[config.mk]
export PLATFORM = sky130hd
export DESIGN_NAME = operand_loader_8bit_flat
export DESIGN_NICKNAME = d
export VERILOG_FILES = /design/src/rtl/operand_loader_8bit_if.sv /design/src/rtl/operand_loader_8bit.sv /design/src/flat_wrapper.sv
export SDC_FILE = /design/constraint.sdc
export NUM_CORES = 1
export LEC_CHECK = 0
export ABC_AREA = 1
export CAP_MARGIN = 20
export CORE_MARGIN = 2
export CORE_UTILIZATION = 45
export DETAILED_ROUTE_END_ITERATION = 7
export PLACE_DENSITY_LB_ADDON = 0.3
export SLEW_MARGIN = 40
export SYNTH_ARGS = -nofsm -noshare
export SYNTH_HDL_FRONTEND = slang
export SYNTH_SLANG_ARGS = --single-unit
export TNS_END_PERCENT = 50
[constraint.sdc]
create_clock -name clk -period 3.2 [get_ports clk]
set_input_delay 0.32 -clock clk [delete_from_list [all_inputs] [get_ports clk]]
set_output_delay 0.32 -clock clk [all_outputs]
set_load 0.02 [all_outputs]
[src/rtl/operand_loader_8bit_if.sv]
// Operand loader bus: switch/button inputs and the operand-pair handshake to the operation stage.
// The slave modport is the loader's view of the bus; the master modport is the board/downstream side.
interface operand_loader_8bit_if #(
    parameter int WIDTH = 8
);
    logic [WIDTH-1:0] sw_data;
    logic             btn_load;
    logic             btn_clear;
    logic             op_ready;
    logic [WIDTH-1:0] op_a;
    logic [WIDTH-1:0] op_b;
    logic             op_valid;
    logic [1:0]       state;

    modport master (
        output sw_data, btn_load, btn_clear, op_ready,
        input  op_a, op_b, op_valid, state
    );

    modport slave (
        input  sw_data, btn_load, btn_clear, op_ready,
        output op_a, op_b, op_valid, state
    );
endinterface

[src/rtl/operand_loader_8bit.sv]
// Captures operand A then B from the switches on successive load presses and offers the pair
// downstream with valid/ready; raw buttons are synchronised and turned into one-cycle pulses.
module operand_loader_8bit #(
    parameter int WIDTH       = 8,
    parameter int SYNC_STAGES = 2
) (
    input logic                  clk,
    input logic                  rst_n,
    operand_loader_8bit_if.slave bus
);
    typedef enum logic [1:0] {
        LOAD_A  = 2'b00,
        LOAD_B  = 2'b01,
        VALID   = 2'b10,
        ILLEGAL = 2'b11
    } state_t;

    logic [SYNC_STAGES-1:0] load_sync;
    logic [SYNC_STAGES-1:0] clear_sync;
    logic                   load_last;
    logic                   clear_last;
    logic                   load_pulse;
    logic                   clear_pulse;

    state_t           state_q, state_d;
    logic [WIDTH-1:0] a_q, a_d;
    logic [WIDTH-1:0] b_q, b_d;
    logic             valid_q, valid_d;

    // Clearing the edge-detect copy in reset makes a button held through reset count as one press.
    always_ff @(posedge clk) begin
        if (!rst_n) begin
            load_sync  <= '0;
            clear_sync <= '0;
            load_last  <= 1'b0;
            clear_last <= 1'b0;
        end else begin
            load_sync  <= {load_sync[SYNC_STAGES-2:0], bus.btn_load};
            clear_sync <= {clear_sync[SYNC_STAGES-2:0], bus.btn_clear};
            load_last  <= load_sync[SYNC_STAGES-1];
            clear_last <= clear_sync[SYNC_STAGES-1];
        end
    end

    assign load_pulse  = load_sync[SYNC_STAGES-1] & ~load_last;
    assign clear_pulse = clear_sync[SYNC_STAGES-1] & ~clear_last;

    always_ff @(posedge clk) begin
        if (!rst_n) begin
            state_q <= LOAD_A;
            a_q     <= '0;
            b_q     <= '0;
            valid_q <= 1'b0;
        end else begin
            state_q <= state_d;
            a_q     <= a_d;
            b_q     <= b_d;
            valid_q <= valid_d;
        end
    end

    always_comb begin
        state_d = state_q;
        a_d     = a_q;
        b_d     = b_q;
        valid_d = valid_q;
        // Clear outranks everything, including a load pulse in the same cycle.
        if (clear_pulse || state_q == ILLEGAL) begin
            state_d = LOAD_A;
            a_d     = '0;
            b_d     = '0;
            valid_d = 1'b0;
        end else begin
            case (state_q)
                LOAD_A: if (load_pulse) begin
                    a_d     = bus.sw_data;
                    state_d = LOAD_B;
                end
                LOAD_B: if (load_pulse) begin
                    b_d     = bus.sw_data;
                    valid_d = 1'b1;
                    state_d = VALID;
                end
                VALID: if (bus.op_ready) begin
                    // Operands stay on the bus after the handshake until overwritten.
                    valid_d = 1'b0;
                    state_d = LOAD_A;
                end
                default: state_d = LOAD_A;
            endcase
        end
    end

    assign bus.op_a     = a_q;
    assign bus.op_b     = b_q;
    assign bus.op_valid = valid_q;
    assign bus.state    = state_q;
endmodule

[src/flat_wrapper.sv]
// flat-port wrapper written by rule: the top's interface ports become plain ports
module operand_loader_8bit_flat 
#(
    parameter int WIDTH       = 8,
    parameter int SYNC_STAGES = 2
)
  (clk, rst_n, bus_sw_data, bus_btn_load, bus_btn_clear, bus_op_ready, bus_op_a, bus_op_b, bus_op_valid, bus_state);
  operand_loader_8bit_if #(.WIDTH(WIDTH)) bus_i ();
  input logic clk;
  input logic rst_n;
  input wire logic [$bits(bus_i.sw_data)-1:0] bus_sw_data;
  input wire logic [$bits(bus_i.btn_load)-1:0] bus_btn_load;
  input wire logic [$bits(bus_i.btn_clear)-1:0] bus_btn_clear;
  input wire logic [$bits(bus_i.op_ready)-1:0] bus_op_ready;
  output wire logic [$bits(bus_i.op_a)-1:0] bus_op_a;
  output wire logic [$bits(bus_i.op_b)-1:0] bus_op_b;
  output wire logic [$bits(bus_i.op_valid)-1:0] bus_op_valid;
  output wire logic [$bits(bus_i.state)-1:0] bus_state;
  assign bus_i.sw_data = bus_sw_data;
  assign bus_i.btn_load = bus_btn_load;
  assign bus_i.btn_clear = bus_btn_clear;
  assign bus_i.op_ready = bus_op_ready;
  assign bus_op_a = bus_i.op_a;
  assign bus_op_b = bus_i.op_b;
  assign bus_op_valid = bus_i.op_valid;
  assign bus_state = bus_i.state;
  operand_loader_8bit #(.WIDTH(WIDTH), .SYNC_STAGES(SYNC_STAGES)) u_core (.clk(clk), .rst_n(rst_n), .bus(bus_i));
endmodule
Word level (Yosys, flattened, before mapping)
Index checks and enable logic that the tools add are counted.

operators by class
  equality and inequality tests = 6
  muxes and demuxes = 7
  bitwise operators = 5
  reduce and logical (&&, ||, !) cells = 8

operators by type and width
  operator                                                                 number
  2-bit 2-to-1 mux                                                         3
  2-bit case mux with 3 select lines                                       1
  3-bit AND reduction                                                      2
  2-bit == test, second input constant                                     2
  2-bit by 1-bit inequality test with 1-bit output, second input constant  2
  2-bit AND reduction                                                      2
  1-bit inverter                                                           3
  1-bit bitwise AND                                                        2
  2-bit by 1-bit == test with 1-bit output, second input constant          1
  2-bit logical NOT                                                        1
  1-bit 2-to-1 mux                                                         2
  2-bit inequality test, second input constant                             1
  1-bit case mux with 2 select lines                                       1
  2-bit nonzero test                                                       1
  2-bit OR reduction                                                       1
  1-bit logical OR                                                         1

storage, ports and cells
  register bits after elaboration = 25
  input bits = 13
  output and inout port bits = 19
  logic and storage cells = 34

Logic depth before layout (Yosys ltp)
  word-level depth = 4
  gate-level depth with buffers = 7
  mapped depth without buffers = 5

Least setup slack after synthesis
Ideal clock, no wire load.

  kind = register to register
  start point = register u_core.state_q[1] (netlist: u_core.bus.state[1])
  end point = register u_core.b_q[6] (netlist: u_core.bus.op_b[6])
  library setup time = 0.114 ns
  arrival time = 1.051 ns
  required time = 3.086 ns
  setup slack = 2.035 ns
  cell stages (with the launch flop) = 8
  buffers on the path = 2
  clock period less this slack = 1.165 ns
  cell sequence = dfxtp_1 -> buf_6 -> nand2_2 -> nand2_2 -> nor2_8 -> buf_8 -> nand2_1 -> nor2_2

on the way
  word-level cells in the longest chain between the ends = 3
  elaborated cells on any way between the ends = 5
  those cells by class = eq/ne: 2; reduce/logical: 3

ends and longest elaborated chain
  element                              line                       source
  start, declared                      operand_loader_8bit.sv:25  state_t state_q, state_d;
  start signal, assigned               operand_loader_8bit.sv:55  state_q <= state_d;
  2-bit == test                        operand_loader_8bit.sv:68  if (clear_pulse || state_q == ILLEGAL) begin
  1-bit logical OR                     operand_loader_8bit.sv:68
  2-bit OR reduction (no source line)  n/a
  end signal, assigned                 operand_loader_8bit.sv:52  b_q <= '0;
  end signal, assigned                 operand_loader_8bit.sv:57  b_q <= b_d;
  end, declared                        operand_loader_8bit.sv:27  logic [WIDTH-1:0] b_q, b_d;

Parallel ways exist; a longest one is shown, timed or not.
A chain may end at the register's enable or synchronous reset.

Final worst setup path
  start point = register u_core.state_q[1] (netlist: u_core.bus.state[1])
  end point = output bus_state[1]

RTL lines
  element        line                source
  end, declared  flat_wrapper.sv:18  output wire logic [$bits(bus_i.state)-1:0] bus_state;

No word-level cell between the ends.

==> results.cfg <==
[global_routing]
first_global_vias = 806
grt_pass1_wl_microns = 3240
overflow = 0
grt_max_degree = 19
grt_antenna_before_repair = 0
grt_usage = 0.158

[floorplanning]
start_util = 0.475
io_pins = 32
die_y_microns = 52.1
die_w_microns = 52.1
core_sq_um = 2190
dieArea_sq_um = 2710
row_count = 17

[logic_synthesis]
synth_common_cells = nor2_1, nand2_1, dfxtp_1
synth-warning-count = 0
synth_ff_type = dfxtp_1
synth_top_area_frac = 0.481
synth_seq_area_share = 0.481
synth_cell_types = 14
synth-edff-count = 0
yosys-top-cells-area = dfxtp_1, nor2_1, nand2_1
synth_cells = 139
synth.avg_cell_area_sq_um = 7.48
syn-cell-area_sq_um = 1040
synth_most_common_cell = nor2_1
synth_seq_cells = 25
synthesis.nets = 152
async_reset_ff_frac = 0
synth_area_leader_cell = dfxtp_1

[power]
p_total_uw = 537
peakVddDrop_v = 0.000289
power_leakage_nw = 0.589
power.density_nw_per_um2 = 391

[worst_hold_path]
min_path_type = reg -> reg
hp-start = u_core.load_sync[0]$_SDFF_PN0_
hold_end = u_core.load_sync[1]$_SDFF_PN0_
hold-path-cell-count = 2

[sta]
rsz0062_at_grt = false
tns_ns = 0
slew_headroom = 0.751
fmax_ghz = 0.537
min_period_over_period = 0.582
worstMarginPinSlew_ns = 0.373
drv_slew = 0
final-setup-viol-count = 0
fin_crit_ns = 1.86
finalHoldViolCount = 0
fin_worst_skew_ns = 0.00353

[layout]
n_antenna_cell = 0
finalNonFillerCells = 199
areaGrowthSynthToFinish_pct = 32.1
layout.nets = 185
utilization = 0.627
design_area_sq_um = 1370
drive_gt1_frac = 0.0819

[critical_path]
arrival_ns = 1.54
cp_cell_sequence = clkdlybuf4s50_1
path_buf_inv = 1
critPathLaunchType = register
r2r-start = u_core.bus.state[1]$_SDFFE_PP0P_
ff2ff_setup_slack_ns = 2.05
max_stage_delay_ns = 0.68
rr_worst_depth = 5
r2r-end = u_core.bus.state[1]$_SDFFE_PP0P_
worstSetupPathType = reg -> out
end_kind = output port
worstPathMaxFanout = 7
slowest_stage = clkdlybuf4s50_1
path_delay_family = buffers and inverters
crit_required_ns = 2.88
crit_start = u_core.bus.state[1]$_SDFFE_PP0P_

[route]
drc = 0
drt_iter0_markers = 8
drt-total-wl_microns = 1940
vias = 917
postRouteAntennaNets = 0
via_per_inst = 4.61
drt-pass1-iter-count = 4
routedWlPerCell_microns = 9.75

[cts]
clockBufferDepth = 2
h-tree-depth = 1
clock-sinks = 25
cts_tree = built
cts_resized = 0
clk_latency_ns = 0.30
clkSlewWorstSetupHoldPaths_ns = 0.12
cts_hold_buffers = 0
postCtsSetupRepairBufs = 0
root_buffer = clkbuf_4
cts-buffers-inserted = 3

[run_status]
outcome = finished clean

[placed_design]
placed_cells = 195
placed_area_sq_um = 1350
numPortBuffers = 31
hpwl_microns = 1550
gp_congestion = 0.786

[job]
timing.max_cap.violations = 0
## per-layer routing
| metal | global-route usage | share of wire | vias to the layer above |
|---|---|---|---|
| met3 | 0.0374 | 0.048 | 2 |
| met1 | 0.193 | 0.45 | 412 |
| met2 | 0.272 | 0.50 | 20 |
| li1 | - | - | 483 |
| met5 | 0 | 0 | - |
| met4 | 0.0526 | 0.0062 | 0 |
## registers in the layout, indices dropped and copies added, names as in the netlist
register and flops:
u_core.load_last 1, u_core.bus.state 2, u_core.clear_sync 2, u_core.clear_last 1, u_core.bus.op_a 8, u_core.load_sync 2
u_core.bus.op_b 8, u_core.bus.op_valid 1
## cell type report
cell class | instances | area, sq um
Clock buffer | 4 | 26.3
Inverter | 20 | 75.1
Sequential cell | 25 | 500
Tap cell | 28 | 35.0
Timing Repair Buffer | 31 | 310
Fill cell | 204 | 817
Multi-Input combinational cell | 91 | 427
## through the flow
stage               setup slack (ns)  hold WS [ns]
floorplan                       2.04         0.390
global placement                1.70         0.399
detailed placement              1.62         0.407
CTS                             1.34         0.433
global route                    1.28         0.446
finish                          1.34         0.431
## how the worst max path moves through the flow
stage                     depth (start not counted)                                to
after floorplan                                   7   u_core.bus.op_b[6]$_SDFFE_PP0P_
after global placement                            5  u_core.bus.state[1]$_SDFFE_PP0P_
after detailed placement                          5  u_core.bus.state[1]$_SDFFE_PP0P_
after CTS                                         1                      bus_state[1]
after global routing                              1                      bus_state[1]
final                                             1                      bus_state[1]
## logic make-up after synthesis
| group | synth area share |
|---|---|
| simple gates | 0.396 |
| flops | 0.481 |
| buf+inv | 0.108 |
| compound gates | 0.0144 |
## placed cells by master (no fill, tap or decap), drive strengths merged
master,n
clkdlybuf4s50,31
nand2,31
clkbuf,4
inv,20
nand3b,1
nand3,17
nor2,39
a21oi,3
dfxtp,25
## power by group
| part | total (mW) | leakage [nW] | switching (mW) | internal [mW] |
|---|---|---|---|---|
| clock | 0.133 | 0.0150 | 0.0847 | 0.0485 |
| combinational | 0.0784 | 0.371 | 0.0421 | 0.0363 |
| sequential | 0.326 | 0.203 | 0.00527 | 0.321 |
| total | 0.537 | 0.589 | 0.132 | 0.405 |
Power figures use the tool's default switching activity.
